File: src/rtl/ahb_decoder_mux_if.sv
// AHB-Lite bundle around the decoder: master request, per-slot selects/responses, shared response.
// 'slave' is the decoder's view; 'master' is the surrounding bus (master plus slave slots).
interface ahb_decoder_mux_if;
  logic [31:0] HADDR;
  logic [1:0]  HTRANS;
  logic        HWRITE;

  logic        HSEL_S0;
  logic        HSEL_S1;
  logic        HSEL_S2;
  logic        HSEL_S3;

  logic        HREADYOUT_S0;
  logic        HREADYOUT_S1;
  logic        HREADYOUT_S2;
  logic        HREADYOUT_S3;

  logic [31:0] HRDATA_S0;
  logic [31:0] HRDATA_S1;
  logic [31:0] HRDATA_S2;
  logic [31:0] HRDATA_S3;

  logic        HREADY;
  logic [31:0] HRDATA;
  logic        HRESP;

  modport master (
    output HADDR, HTRANS, HWRITE,
    output HREADYOUT_S0, HREADYOUT_S1, HREADYOUT_S2, HREADYOUT_S3,
    output HRDATA_S0, HRDATA_S1, HRDATA_S2, HRDATA_S3,
    input  HSEL_S0, HSEL_S1, HSEL_S2, HSEL_S3,
    input  HREADY, HRDATA, HRESP
  );

  modport slave (
    input  HADDR, HTRANS, HWRITE,
    input  HREADYOUT_S0, HREADYOUT_S1, HREADYOUT_S2, HREADYOUT_S3,
    input  HRDATA_S0, HRDATA_S1, HRDATA_S2, HRDATA_S3,
    output HSEL_S0, HSEL_S1, HSEL_S2, HSEL_S3,
    output HREADY, HRDATA, HRESP
  );
endinterface

File: src/rtl/ahb_decoder_mux.sv
// AHB-Lite address decoder, slave multiplexer and built-in default slave (two-cycle ERROR).
// Optional feature: define AHB_DECMUX_WPROT_EN to make slot 0 write-protected.
module ahb_decoder_mux #(
  parameter logic [3:0] S0_BASE = 4'h0,
  parameter logic [3:0] S1_BASE = 4'h5,
  parameter logic [3:0] S2_BASE = 4'h6,
  parameter logic [3:0] S3_BASE = 4'h7
) (
  input  logic             HCLK,
  input  logic             HRESETn,
  ahb_decoder_mux_if.slave bus
);

  typedef enum logic [2:0] {
    DSEL_NONE = 3'd0,
    DSEL_S0   = 3'd1,
    DSEL_S1   = 3'd2,
    DSEL_S2   = 3'd3,
    DSEL_S3   = 3'd4,
    DSEL_DEF  = 3'd5
  } dsel_e;

  typedef enum logic [1:0] {
    DEF_IDLE = 2'd0,
    DEF_ERR1 = 2'd1,
    DEF_ERR2 = 2'd2
  } def_state_e;

  logic [3:0]  slot_s;
  logic        m0_s;
  logic        m1_s;
  logic        m2_s;
  logic        m3_s;
  logic        wprot_s;
  logic [3:0]  sel_s;
  logic        def_sel_s;
  logic        err_req_s;
  dsel_e       dec_s;

  dsel_e       dsel_d;
  dsel_e       dsel_q;

  def_state_e  def_state_q;
  logic        def_ready_q;
  logic        def_resp_q;

  logic        hready_s;
  logic [31:0] hrdata_s;
  logic        hresp_s;

  // Address-phase decode; lower slots win if two bases are configured equal.
  always_comb begin
    slot_s = bus.HADDR[31:28];
    m0_s   = (slot_s == S0_BASE);
    m1_s   = (slot_s == S1_BASE) & ~m0_s;
    m2_s   = (slot_s == S2_BASE) & ~m0_s & ~m1_s;
    m3_s   = (slot_s == S3_BASE) & ~m0_s & ~m1_s & ~m2_s;
`ifdef AHB_DECMUX_WPROT_EN
    wprot_s = m0_s & bus.HWRITE & bus.HTRANS[1];
`else
    wprot_s = 1'b0;
`endif
    sel_s     = {m3_s, m2_s, m1_s, m0_s & ~wprot_s};
    def_sel_s = ~(|sel_s);
    err_req_s = def_sel_s & bus.HTRANS[1];
    if (sel_s[0]) begin
      dec_s = DSEL_S0;
    end else if (sel_s[1]) begin
      dec_s = DSEL_S1;
    end else if (sel_s[2]) begin
      dec_s = DSEL_S2;
    end else if (sel_s[3]) begin
      dec_s = DSEL_S3;
    end else begin
      dec_s = DSEL_DEF;
    end
  end

  // Shared response mux driven by the slot that owns the current data phase.
  always_comb begin
    case (dsel_q)
      DSEL_S0: begin
        hready_s = bus.HREADYOUT_S0;
        hrdata_s = bus.HRDATA_S0;
        hresp_s  = 1'b0;
      end
      DSEL_S1: begin
        hready_s = bus.HREADYOUT_S1;
        hrdata_s = bus.HRDATA_S1;
        hresp_s  = 1'b0;
      end
      DSEL_S2: begin
        hready_s = bus.HREADYOUT_S2;
        hrdata_s = bus.HRDATA_S2;
        hresp_s  = 1'b0;
      end
      DSEL_S3: begin
        hready_s = bus.HREADYOUT_S3;
        hrdata_s = bus.HRDATA_S3;
        hresp_s  = 1'b0;
      end
      DSEL_DEF: begin
        hready_s = def_ready_q;
        hrdata_s = 32'h0000_0000;
        hresp_s  = def_resp_q;
      end
      default: begin
        hready_s = 1'b1;
        hrdata_s = 32'h0000_0000;
        hresp_s  = 1'b0;
      end
    endcase
  end

  // Data-phase owner advances only when the bus is ready, so wait states freeze the decode.
  always_comb begin
    if (hready_s) begin
      dsel_d = dec_s;
    end else begin
      dsel_d = dsel_q;
    end
  end

  // Data-phase select register.
  always_ff @(posedge HCLK or negedge HRESETn) begin
    if (!HRESETn) begin
      dsel_q <= DSEL_NONE;
    end else begin
      dsel_q <= dsel_d;
    end
  end

  // Default slave: ERR1 (wait, ERROR) then ERR2 (ready, ERROR); ERR2 may chain straight into ERR1.
  always_ff @(posedge HCLK or negedge HRESETn) begin
    if (!HRESETn) begin
      def_state_q <= DEF_IDLE;
      def_ready_q <= 1'b1;
      def_resp_q  <= 1'b0;
    end else begin
      case (def_state_q)
        DEF_IDLE: begin
          if (hready_s & err_req_s) begin
            def_state_q <= DEF_ERR1;
            def_ready_q <= 1'b0;
            def_resp_q  <= 1'b1;
          end else begin
            def_state_q <= DEF_IDLE;
            def_ready_q <= 1'b1;
            def_resp_q  <= 1'b0;
          end
        end
        DEF_ERR1: begin
          def_state_q <= DEF_ERR2;
          def_ready_q <= 1'b1;
          def_resp_q  <= 1'b1;
        end
        DEF_ERR2: begin
          if (err_req_s) begin
            def_state_q <= DEF_ERR1;
            def_ready_q <= 1'b0;
            def_resp_q  <= 1'b1;
          end else begin
            def_state_q <= DEF_IDLE;
            def_ready_q <= 1'b1;
            def_resp_q  <= 1'b0;
          end
        end
        default: begin
          def_state_q <= DEF_IDLE;
          def_ready_q <= 1'b1;
          def_resp_q  <= 1'b0;
        end
      endcase
    end
  end

  assign bus.HSEL_S0 = sel_s[0];
  assign bus.HSEL_S1 = sel_s[1];
  assign bus.HSEL_S2 = sel_s[2];
  assign bus.HSEL_S3 = sel_s[3];
  assign bus.HREADY  = hready_s;
  assign bus.HRDATA  = hrdata_s;
  assign bus.HRESP   = hresp_s;

endmodule

File: src/flat_wrapper.sv
// flat-port wrapper written by rule: the top's interface ports become plain ports
module ahb_decoder_mux_flat 
#(
  parameter logic [3:0] S0_BASE = 4'h0,
  parameter logic [3:0] S1_BASE = 4'h5,
  parameter logic [3:0] S2_BASE = 4'h6,
  parameter logic [3:0] S3_BASE = 4'h7
)
  (HCLK, HRESETn, bus_HADDR, bus_HTRANS, bus_HWRITE, bus_HREADYOUT_S0, bus_HREADYOUT_S1, bus_HREADYOUT_S2, bus_HREADYOUT_S3, bus_HRDATA_S0, bus_HRDATA_S1, bus_HRDATA_S2, bus_HRDATA_S3, bus_HSEL_S0, bus_HSEL_S1, bus_HSEL_S2, bus_HSEL_S3, bus_HREADY, bus_HRDATA, bus_HRESP);
  ahb_decoder_mux_if bus_i ();
  input  logic HCLK;
  input  logic HRESETn;
  input wire logic [$bits(bus_i.HADDR)-1:0] bus_HADDR;
  input wire logic [$bits(bus_i.HTRANS)-1:0] bus_HTRANS;
  input wire logic [$bits(bus_i.HWRITE)-1:0] bus_HWRITE;
  input wire logic [$bits(bus_i.HREADYOUT_S0)-1:0] bus_HREADYOUT_S0;
  input wire logic [$bits(bus_i.HREADYOUT_S1)-1:0] bus_HREADYOUT_S1;
  input wire logic [$bits(bus_i.HREADYOUT_S2)-1:0] bus_HREADYOUT_S2;
  input wire logic [$bits(bus_i.HREADYOUT_S3)-1:0] bus_HREADYOUT_S3;
  input wire logic [$bits(bus_i.HRDATA_S0)-1:0] bus_HRDATA_S0;
  input wire logic [$bits(bus_i.HRDATA_S1)-1:0] bus_HRDATA_S1;
  input wire logic [$bits(bus_i.HRDATA_S2)-1:0] bus_HRDATA_S2;
  input wire logic [$bits(bus_i.HRDATA_S3)-1:0] bus_HRDATA_S3;
  output wire logic [$bits(bus_i.HSEL_S0)-1:0] bus_HSEL_S0;
  output wire logic [$bits(bus_i.HSEL_S1)-1:0] bus_HSEL_S1;
  output wire logic [$bits(bus_i.HSEL_S2)-1:0] bus_HSEL_S2;
  output wire logic [$bits(bus_i.HSEL_S3)-1:0] bus_HSEL_S3;
  output wire logic [$bits(bus_i.HREADY)-1:0] bus_HREADY;
  output wire logic [$bits(bus_i.HRDATA)-1:0] bus_HRDATA;
  output wire logic [$bits(bus_i.HRESP)-1:0] bus_HRESP;
  assign bus_i.HADDR = bus_HADDR;
  assign bus_i.HTRANS = bus_HTRANS;
  assign bus_i.HWRITE = bus_HWRITE;
  assign bus_i.HREADYOUT_S0 = bus_HREADYOUT_S0;
  assign bus_i.HREADYOUT_S1 = bus_HREADYOUT_S1;
  assign bus_i.HREADYOUT_S2 = bus_HREADYOUT_S2;
  assign bus_i.HREADYOUT_S3 = bus_HREADYOUT_S3;
  assign bus_i.HRDATA_S0 = bus_HRDATA_S0;
  assign bus_i.HRDATA_S1 = bus_HRDATA_S1;
  assign bus_i.HRDATA_S2 = bus_HRDATA_S2;
  assign bus_i.HRDATA_S3 = bus_HRDATA_S3;
  assign bus_HSEL_S0 = bus_i.HSEL_S0;
  assign bus_HSEL_S1 = bus_i.HSEL_S1;
  assign bus_HSEL_S2 = bus_i.HSEL_S2;
  assign bus_HSEL_S3 = bus_i.HSEL_S3;
  assign bus_HREADY = bus_i.HREADY;
  assign bus_HRDATA = bus_i.HRDATA;
  assign bus_HRESP = bus_i.HRESP;
  ahb_decoder_mux #(.S0_BASE(S0_BASE), .S1_BASE(S1_BASE), .S2_BASE(S2_BASE), .S3_BASE(S3_BASE)) u_core (.HCLK(HCLK), .HRESETn(HRESETn), .bus(bus_i));
endmodule
File: config.mk
export PLATFORM = sky130hd
export DESIGN_NAME = ahb_decoder_mux_flat
export DESIGN_NICKNAME = d
export VERILOG_FILES = /design/src/rtl/ahb_decoder_mux_if.sv /design/src/rtl/ahb_decoder_mux.sv /design/src/flat_wrapper.sv
export SDC_FILE = /design/constraint.sdc
export NUM_CORES = 1
export LEC_CHECK = 0
export CAP_MARGIN = 20
export CORE_AREA = 2 2 79 81
export DETAILED_ROUTE_END_ITERATION = 8
export DIE_AREA = 0 0 81 83
export GPL_TIMING_DRIVEN = 1
export PLACE_DENSITY = 0.82
export SYNTH_ARGS = -nofsm -noshare
export SYNTH_HDL_FRONTEND = slang
export SYNTH_SLANG_ARGS = --single-unit
File: constraint.sdc
create_clock -name HCLK -period 1.95 [get_ports HCLK]
set_input_delay 0.39 -clock HCLK [delete_from_list [all_inputs] [get_ports HCLK]]
set_output_delay 0.39 -clock HCLK [all_outputs]
set_load 0.05 [all_outputs]
==> results.cfg <==
[cells_and_area]
final_nets = 528
nFillCells = 388
seqCellArea_um2 = 180
n_antenna_cell = 0
final_common_cell = clkdlybuf4s50_1
final_util_pct = 76.5
area_growth_pct = 224
final_cells = 433
layout_common_cells = 136 x clkdlybuf4s50_1, 42 x buf_12, 25 x mux2i_1, 24 x buf_4, 20 x a22oi_2
drive_gt1_share_pct = 44.4
multi_input_area_um2 = 1600

[yosys]
synth_cell_types = 31
syn_inst = 165
yosysSeqAreaShare_pct = 12.8
ys_ff_latch = 7
synth_area_per_cell_um2 = 8.33
yosysTopAreaCellShare_pct = 24.8
yosysTopAreaCell = mux2i_1
ys_warn_count = 0
synthArstFlopShare_pct = 100
synth_top_flop_cell = dfrtp_1
synth_area_um2 = 1370
synthTopCellsByArea = mux2i_1 25%, a22oi_1 17%, o22ai_1 15%
synth_edf_count = 0
synth_fp_nets = 334

[global_route]
grt_pass1_vias = 2470
top_usage_layer = met2
grt_pass1_wl_mm = 12.5
grt_usage_pct = 23.7
grt_max_degree = 19
grt_remaining_overflow = 0
met2_usage_pct = 44.4
use_met1_pct = 23.0
antenna_found_initial = 0
grt_use_met3_pct = 8.80

[power]
power_frac_clock_pct = 2.8
total_power_mw = 7.09
comb_power_share_pct = 92.8
switching_share_pct = 48.5
p_leak_nw = 1.66
power_switching_mw = 3.44
power_frac_seq_pct = 4.4
p_int_mw = 3.65
power_density_nw_per_um2 = 1590
ir_worst_vdd_mv = 1.18

[routing]
wl_mm = 8.41
drt_iter0_drc = 52
wl_per_cell_um = 19.4
antenna_left = 0
vias_per_cell = 5.17
dr.pass1.iters = 4
drc = 0
vias = 2239

[sta]
slew_headroom_pct = 77.0
fin_hold_ws_ns = 0.412
post-route-min-period_ns = 1.97
hold_violations = 0
fin_crit_sh_pct = 101
maxSlewViolCount = 0
max_freq_mhz = 507
worst_pin_slew_ns = 0.335
finalSetupViolCount = 4
finalClockSkew_ns = 0.00311
final.setup.worst_slack_ns = -0.0220
rsz0062_at_grt = true

[clock_tree]
clock_latency_ns = 0.23
clockBufferDepth = 2
htree_levels = 1
root_buffer = clkbuf_8
cts_tree = yes
cts_hold_buf = 0
cts_buffers = 3
cts.sinks = 7
cts.clk_slew.worst_paths_ns = 0.04

[critical_path]
crit_chain = buf_6 -> mux2i_2 -> o22ai_2 -> buf_12
crit_type = reg -> out
cpPeakStageDelay_ns = 0.45
regToRegSetupSlack_ns = 0.18
reg2regPathDepth = 7
worstPathArrival_ns = 1.58
crit_path_start_kind = flip-flop
critPathBufInv = 2
worstPathMaxFanout = 14
timing.rr.start = u_core.dsel_q[0]
cp_top_family = flip-flops
crit_required_ns = 1.56
reg2reg_to = u_core.def_resp_q
cp-end-kind = output port
critPathSlowestCell = dfrtp_2

[floorplanning]
die_width_um = 81
io_pins = 207
initial_core_util_pct = 23.6
die-area_um2 = 6720
rows = 28
core_um2 = 5820
die_h_um = 83

[place]
pre_cts_ws_ns = -0.0556
placed_cells = 418
place.gp.congestion = 0.737
hpwl_mm = 6.24
port_buffers = 176

[outcome]
status = finished with violations
violations = negative setup slack

[worst_hold_path]
worstHoldPathType = in -> async

[flow_run]
drv_cap = 0
-- cells by family after synthesis --
| kind of cell | after synthesis | share of synthesized area (%) |
|---|---|---|
| flops | 7 | 12.8 |
| simple gates | 22 | 10.5 |
| buf+inv | 26 | 10.1 |
| compound gates | 72 | 38.3 |
| xor+xnor | 2 | 1.28 |
| mux | 36 | 27.0 |
-- power groups by stage --
stage               logic [mW]  clock network, mW  registers (mW)
floorplan                 3.47                  0           0.253
global placement          5.83                  0           0.298
detailed placement        5.90                  0           0.304
CTS                       6.37              0.204           0.314
global route              6.85              0.216           0.324
finish                    6.58              0.199           0.312
-- metrics by stage --
step / area, um2 / TNS (ns)
2_1_floorplan: 1690 / -0.544
3_3_place_gp: 4020 / -0.0424
3_5_place_dp: 4020 / -0.0807
4_1_cts: 4330 / -0.0280
5_1_grt: 4450 / -0.741
6_report: 4450 / -0.0485
-- synthesized netlist by cell type, types with 3 or more instances --
| library cell | count |
|---|---|
| clkbuf_1 | 8 |
| a22oi_1 | 32 |
| nand2b_1 | 4 |
| inv_1 | 3 |
| dfrtp_1 | 6 |
| o22ai_1 | 32 |
| buf_2 | 9 |
| buf_6 | 3 |
| mux2i_1 | 34 |
| nor2b_1 | 6 |
-- worst max-delay path by stage --
stage / end / slack, ns / startpoint / cells after the start
2_1_floorplan: bus_HRDATA[21] / -0.31 / u_core.dsel_q[0] / 4
5_1_grt: bus_HREADY / -0.08 / u_core.dsel_q[1] / 6
4_1_cts: bus_HREADY / -0.03 / u_core.dsel_q[1] / 6
6_report: bus_HRDATA[21] / -0.02 / u_core.dsel_q[1] / 4
3_3_place_gp: bus_HREADY / -0.04 / bus_HREADYOUT_S2 / 6
3_5_place_dp: bus_HREADY / -0.06 / bus_HREADYOUT_S2 / 6
-- metal layers --
layer  wire [um]  up-vias
met1        2750     1033
met2        4410      130
li1            -     1050
met5           0        -
met3         955       26
met4         296        0
-- timing repair --
item / CTS / global route
setup endpoints to repair: 34 / 30
pin swaps: 3 / 11
gates resized for setup: 45 / 19
cloned: 1 / 0
setup buffers: 4 / 6
-- worst register-to-register path: stages (launching register included) --
cell and delay (ns):
dfrtp_2 0.45, buf_12 0.18, nor2_1 0.23, a221oi_4 0.12, buf_4 0.15, buf_4 0.12, o311ai_2 0.30, nand2b_1 0.09
-- flip-flops by register name (all words and copies together) (netlist names) --
signal              count
u_core.def_ready_q      1
u_core.def_state_q      2
u_core.dsel_q           3
u_core.def_resp_q       1
-- area by class of cell --
type | instances | area share, %
Clock buffer | 4 | 1.01
Tap cell | 75 | 2.11
Inverter | 3 | 0.253
Sequential cell | 7 | 4.05
Multi-Input combinational cell | 132 | 35.9
Timing Repair Buffer | 212 | 56.7
Power figures use the tool's default switching activity.
